### src/rtl/diffusion_step_worker.sv
`default_nettype none
// ============================================================================
// Module      : diffusion_step_worker
// Description : Follows the shared step counter and, for each step, streams
//               that step's work items to the engine over valid/ready.
// Revision    : 1.0 - initial release
// ============================================================================
module diffusion_step_worker #(
    parameter int DATA_WIDTH = 32,
    parameter int ADDR_WIDTH = 16,
    parameter int MAX_STEPS  = 7
) (
    input  logic                  clk,
    input  logic                  rst_n,
    input  logic [DATA_WIDTH-1:0] l_step,
    input  logic [ADDR_WIDTH-1:0] num_items,
    output logic                  step_start,
    output logic                  item_valid,
    output logic [ADDR_WIDTH-1:0] item_addr,
    input  logic                  item_ready,
    output logic                  finished,
    output logic [DATA_WIDTH-1:0] step_idx,
    output logic                  all_done,
    output logic                  seq_err
);

    localparam logic [DATA_WIDTH-1:0] c_max_steps = DATA_WIDTH'(MAX_STEPS);
    localparam logic [DATA_WIDTH-1:0] c_step_one  = DATA_WIDTH'(1);
    localparam logic [ADDR_WIDTH-1:0] c_addr_one  = ADDR_WIDTH'(1);

    typedef enum logic [2:0] {
        S_IDLE  = 3'd0,
        S_START = 3'd1,
        S_ISSUE = 3'd2,
        S_DONE  = 3'd3,
        S_HALT  = 3'd4
    } state_t;

    state_t                r_state;
    state_t                w_state_nxt;
    logic [DATA_WIDTH-1:0] r_cur_step;
    logic [DATA_WIDTH-1:0] w_cur_step_nxt;
    logic [DATA_WIDTH-1:0] w_cur_step_inc;
    logic [ADDR_WIDTH-1:0] r_item_cnt;
    logic [ADDR_WIDTH-1:0] w_item_cnt_nxt;
    logic [ADDR_WIDTH-1:0] r_target;
    logic [ADDR_WIDTH-1:0] w_target_nxt;
    logic                  r_seq_err;
    logic                  w_seq_err_nxt;
    logic                  w_clear;
    logic                  w_step_next;
    logic                  w_skip;
    logic                  w_transfer;

    assign w_cur_step_inc = r_cur_step + c_step_one;
    assign w_clear        = (l_step < r_cur_step);
    assign w_step_next    = (l_step == w_cur_step_inc);
    // Advancing while items are still owed means the counter missed this worker.
    assign w_skip         = (l_step > w_cur_step_inc) ||
                            (w_step_next && ((r_state == S_START) || (r_state == S_ISSUE)));
    assign w_transfer     = (r_state == S_ISSUE) && item_ready;

    assign step_start = (r_state == S_START);
    assign item_valid = (r_state == S_ISSUE);
    assign item_addr  = (r_state == S_ISSUE) ? r_item_cnt : '0;
    // Combinational on l_step so it drops in the very cycle the counter advances.
    assign finished   = (r_state == S_DONE) && (l_step == r_cur_step);
    assign step_idx   = r_cur_step;
    assign all_done   = (r_state == S_HALT);
    assign seq_err    = r_seq_err;

    always_comb begin
        w_state_nxt    = r_state;
        w_cur_step_nxt = r_cur_step;
        w_item_cnt_nxt = r_item_cnt;
        w_target_nxt   = r_target;
        w_seq_err_nxt  = r_seq_err;

        if (w_clear) begin
            w_state_nxt    = S_IDLE;
            w_cur_step_nxt = '0;
            w_item_cnt_nxt = '0;
        end else if (w_skip) begin
            w_seq_err_nxt = 1'b1;
            w_state_nxt   = S_HALT;
        end else begin
            case (r_state)
                S_IDLE: begin
                    if (r_cur_step >= c_max_steps) begin
                        w_state_nxt = S_HALT;
                    end else if (l_step == r_cur_step) begin
                        w_state_nxt = S_START;
                    end
                end
                S_START: begin
                    w_target_nxt   = num_items;
                    w_item_cnt_nxt = '0;
                    w_state_nxt    = (num_items != '0) ? S_ISSUE : S_DONE;
                end
                S_ISSUE: begin
                    if (w_transfer) begin
                        w_item_cnt_nxt = r_item_cnt + c_addr_one;
                        if (r_item_cnt == (r_target - c_addr_one)) begin
                            w_state_nxt = S_DONE;
                        end
                    end
                end
                S_DONE: begin
                    if (w_step_next) begin
                        w_cur_step_nxt = w_cur_step_inc;
                        w_state_nxt    = (w_cur_step_inc < c_max_steps) ? S_IDLE : S_HALT;
                    end
                end
                S_HALT: begin
                    w_state_nxt = S_HALT;
                end
                default: begin
                    w_state_nxt = S_IDLE;
                end
            endcase
        end
    end

    always_ff @(posedge clk) begin
        if (!rst_n) begin
            r_state    <= S_IDLE;
            r_cur_step <= '0;
            r_item_cnt <= '0;
            r_target   <= '0;
            r_seq_err  <= 1'b0;
        end else begin
            r_state    <= w_state_nxt;
            r_cur_step <= w_cur_step_nxt;
            r_item_cnt <= w_item_cnt_nxt;
            r_target   <= w_target_nxt;
            r_seq_err  <= w_seq_err_nxt;
        end
    end

endmodule
`default_nettype wire

### config.mk
export PLATFORM = sky130hd
export DESIGN_NAME = diffusion_step_worker
export DESIGN_NICKNAME = d
export VERILOG_FILES = /design/src/rtl/diffusion_step_worker.sv
export SDC_FILE = /design/constraint.sdc
export NUM_CORES = 1
export LEC_CHECK = 0
export CAP_MARGIN = 20
export CORE_ASPECT_RATIO = 1.25
export CORE_MARGIN = 5
export CORE_UTILIZATION = 45
export CTS_CLUSTER_DIAMETER = 150
export DETAILED_ROUTE_END_ITERATION = 10
export PLACE_DENSITY = 0.77
export SETUP_SLACK_MARGIN = 0.4
export SLEW_MARGIN = 30
export SYNTH_ARGS = -nofsm -noshare
export SYNTH_HDL_FRONTEND = slang
export SYNTH_SLANG_ARGS = --single-unit
### constraint.sdc
create_clock -name clk -period 8.3 [get_ports clk]
set_input_delay 0.83 -clock clk [delete_from_list [all_inputs] [get_ports clk]]
set_output_delay 0.83 -clock clk [all_outputs]
set_load 0.05 [all_outputs]
==> results.json <==
{
  "ys_dominant_reg_cell": "sky130_fd_sc_hd__dfxtp_1",
  "worst_hold_path_type": "reg -> reg",
  "routed_wirelength_mm": 18.2,
  "outcome": "finished, final reports clean",
  "fp.dieArea_um2": 15900,
  "post-route-worst-setup-slack_ps": 3460,
  "worst_clock_skew_ps": 10.9,
  "gr-total-overflow": 0,
  "yosysSeqAreaShare_pct": 22.5,
  "fin_crit_sh_pct": 58.3,
  "initial_utilization_pct": 45.8,
  "place_worst_setup_slack_ps": 3260,
  "tritoncts": "done",
  "grt_setup_unrepaired": "false",
  "cts_hold_buffers": 0,
  "power.static_leakage_uw": 0.00258,
  "setup_tns_ps": 0,
  "area_growth_syn_to_layout_pct": 23.1,
  "synth-edff-count": 0,
  "core_area_um2": 13200,
  "worst_ep_required_time_ps": 8570,
  "drt-pass1-iter-count": 5,
  "gp_congestion": 0.944,
  "post_cts.resized_instances": 0,
  "detailedPlacementHpwl_mm": 14.0,
  "cts_buffers": 9,
  "ys_async_sr_fraction_pct": 0,
  "startpoint_type": "flop",
  "portBuffers": 103,
  "clock_tree.buffer_depth": 2,
  "routed_wire_length_per_instance_um": 17.6,
  "pin_count": 104,
  "placement_rows": 47,
  "die_height_um": 140,
  "period_needed_ps": 4840,
  "routed-via-count": 6092,
  "die_width_um": 114,
  "max_slew.worst_pin.slew_ps": 874,
  "postSynthAreaPerCell_um2": 7.86,
  "largest_net_degree_at_the_start_of_global_routing": 37,
  "post_synth_inst_count": 771,
  "antenna-diode-count": 0,
  "syn-num-nets": 890,
  "track_usage_pct": 22.6,
  "path_class": "reg -> reg",
  "drc": 0,
  "htree_levels": 3,
  "power.density_cell_area_nw_per_um2": 104,
  "fin_worst_hold_slack_ps": 472,
  "clockRootBuffer": "sky130_fd_sc_hd__clkbuf_16",
  "synth_cell_types": 59,
  "critical_path_arrival_ps": 5100,
  "syn-cell-area_um2": 6060,
  "grt_pass1_wl_mm": 29.3,
  "slew_violations": 0,
  "power_uw": 776,
  "maxSlewHeadroom_pct": 41.6,
  "clk_pin_slew_ps": 60,
  "crit_path_end_kind": "flop",
  "postSynthRegisterBits": 68,
  "timing.max_cap.violations": 0,
  "finalHoldViolCount": 0,
  "route.antenna.remaining_nets": 0,
  "finalSetupViolCount": 0,
  "via_per_inst": 5.91,
  "first_global_vias": 5847,
  "cts_num_sinks": 68,
  "crit_fanout": 16,
  "layout-drive-gt1-share_pct": 4.66,
  "antenna_found_initial": 0,
  "ys.warnings.count": 0,
  "vdd_ir_drop_max_mv": 0.111,
  "fmax_mhz": 207,
  "final_nets": 973,
  "cts_post_setup_buffers_inserted": 0,
  "first_drt_iteration_drcs": 407,
  "clock_latency_ps": 340
}
[path summary, 6_finish.rpt]
kind | endpoint | cells past startpoint | start | slack, ps
worst max-delay path | r_target[4] | 14 | step_idx[2] | 3460
worst min-delay path | seq_err | 1 | seq_err | 470
worst max register to register | r_target[4] | 14 | step_idx[2] | 3460
worst min register to register | seq_err | 1 | seq_err | 470
[cells in the final DEF, fill, tap and decap left out, types with 4 or more instances in the layout]
| cell type | n |
|---|---|
| sky130_fd_sc_hd__clkbuf_16 | 9 |
| sky130_fd_sc_hd__nand4_1 | 31 |
| sky130_fd_sc_hd__nand3_1 | 31 |
| sky130_fd_sc_hd__clkdlybuf4s50_1 | 103 |
| sky130_fd_sc_hd__and3_1 | 11 |
| sky130_fd_sc_hd__a21o_1 | 4 |
| sky130_fd_sc_hd__ha_1 | 68 |
| sky130_fd_sc_hd__nand2_1 | 63 |
| sky130_fd_sc_hd__inv_1 | 40 |
| sky130_fd_sc_hd__xnor2_1 | 67 |
| sky130_fd_sc_hd__clkinv_2 | 4 |
| sky130_fd_sc_hd__a31oi_1 | 8 |
| sky130_fd_sc_hd__xor2_1 | 20 |
| sky130_fd_sc_hd__and4_1 | 16 |
| sky130_fd_sc_hd__a211oi_1 | 10 |
| sky130_fd_sc_hd__a211o_1 | 4 |
| sky130_fd_sc_hd__o31ai_1 | 4 |
| sky130_fd_sc_hd__or4_1 | 4 |
| sky130_fd_sc_hd__buf_4 | 5 |
| sky130_fd_sc_hd__a21oi_1 | 34 |
| sky130_fd_sc_hd__nor3_1 | 28 |
| sky130_fd_sc_hd__nor2_1 | 77 |
| sky130_fd_sc_hd__o21ai_0 | 21 |
| sky130_fd_sc_hd__dfxtp_1 | 68 |
| sky130_fd_sc_hd__mux2i_1 | 18 |
| sky130_fd_sc_hd__o211ai_1 | 6 |
| sky130_fd_sc_hd__nor2b_1 | 6 |
| sky130_fd_sc_hd__nor4_1 | 19 |
| sky130_fd_sc_hd__and2_1 | 22 |
[critical path, cell delays in order (launching register included)]
cell	delay, ps
sky130_fd_sc_hd__dfxtp_1	520
sky130_fd_sc_hd__nand4_1	260
sky130_fd_sc_hd__nor4_2	570
sky130_fd_sc_hd__nand4_1	230
sky130_fd_sc_hd__or4_1	520
sky130_fd_sc_hd__xnor2_1	250
sky130_fd_sc_hd__ha_1	290
sky130_fd_sc_hd__and4_1	240
sky130_fd_sc_hd__and4_1	230
sky130_fd_sc_hd__a32oi_1	190
sky130_fd_sc_hd__o211ai_1	150
sky130_fd_sc_hd__a21o_1	230
sky130_fd_sc_hd__nor3_1	260
sky130_fd_sc_hd__nor2b_4	570
sky130_fd_sc_hd__mux2i_1	240
[routing by layer]
layer | track usage (%) | share of wire [%] | vias up | routed length, um
met5 | 0 | 0 | - | 0
li1 | - | - | 2937 | -
met1 | 26.9 | 40 | 2815 | 7210
met4 | 9.63 | 4.0 | 0 | 719
met3 | 4.99 | 7.5 | 61 | 1360
met2 | 38.8 | 49 | 279 | 8880
[metrics by stage]
step	utilization [%]	instance area, um2	cells
floorplan	-	6060	771
global placement	54.3	7180	1014
detailed placement	54.3	7180	1014
CTS	56.3	7450	1030
global route	56.4	7460	1030
finish	56.4	7460	1030
[cells in the mapped netlist (6+ instances only)]
| library cell | number | area share (%) |
|---|---|---|
| sky130_fd_sc_hd__nand3_1 | 31 | 2.6 |
| sky130_fd_sc_hd__a211oi_1 | 10 | 1.2 |
| sky130_fd_sc_hd__o211ai_1 | 6 | 0.74 |
| sky130_fd_sc_hd__nor2b_1 | 7 | 0.72 |
| sky130_fd_sc_hd__buf_2 | 11 | 0.91 |
| sky130_fd_sc_hd__clkbuf_1 | 20 | 1.2 |
| sky130_fd_sc_hd__inv_1 | 40 | 2.5 |
| sky130_fd_sc_hd__dfxtp_1 | 68 | 22 |
| sky130_fd_sc_hd__a31oi_1 | 8 | 0.83 |
| sky130_fd_sc_hd__nor3_1 | 28 | 2.3 |
| sky130_fd_sc_hd__ha_1 | 68 | 14 |
| sky130_fd_sc_hd__nor2_1 | 78 | 4.8 |
| sky130_fd_sc_hd__mux2i_1 | 18 | 3.0 |
| sky130_fd_sc_hd__nand4_1 | 31 | 3.2 |
| sky130_fd_sc_hd__xor2_1 | 20 | 2.9 |
| sky130_fd_sc_hd__and2_1 | 22 | 2.3 |
| sky130_fd_sc_hd__a21oi_1 | 34 | 2.8 |
| sky130_fd_sc_hd__and3_1 | 11 | 1.1 |
| sky130_fd_sc_hd__o21ai_0 | 21 | 1.7 |
| sky130_fd_sc_hd__xnor2_1 | 67 | 9.7 |
| sky130_fd_sc_hd__and4_1 | 16 | 2.3 |
| sky130_fd_sc_hd__nor4_1 | 20 | 2.1 |
| sky130_fd_sc_hd__nand2_1 | 63 | 3.9 |
[cell type report]
type | count | area (um2)
repair buffers | 108 | 1070
multi-input cells | 627 | 4400
fillers | 1244 | 5770
flip-flops and latches | 68 | 1360
well taps | 171 | 214
clock buffers | 9 | 225
inverters | 40 | 150
clock inverters | 7 | 43.8
[flip-flops by register name (all words and copies together), names as in the netlist]
| register | count |
|---|---|
| r_state | 3 |
| r_item_cnt | 16 |
| seq_err | 1 |
| step_idx | 32 |
| r_target | 16 |
[kinds of logic after synthesis]
kind of cell	count (synthesis)	synth area share (%)
AND/OR/NAND/NOR	336	29.7
AO/OA/AOI/OAI	115	12.3
XOR/XNOR	88	12.8
buffers and inverters	76	5.30
adder cells (fa/ha/maj)	68	14.0
flip-flops	68	22.5
multiplexers	20	3.34
[report_power, final]
group / internal, uW / total (uW) / switching [uW]
combinational: 45.3 / 91.2 / 45.9
sequential: 327 / 328 / 1.01
clock: 200 / 356 / 156
total: 573 / 776 / 203
(Power assumes the default switching activity.)
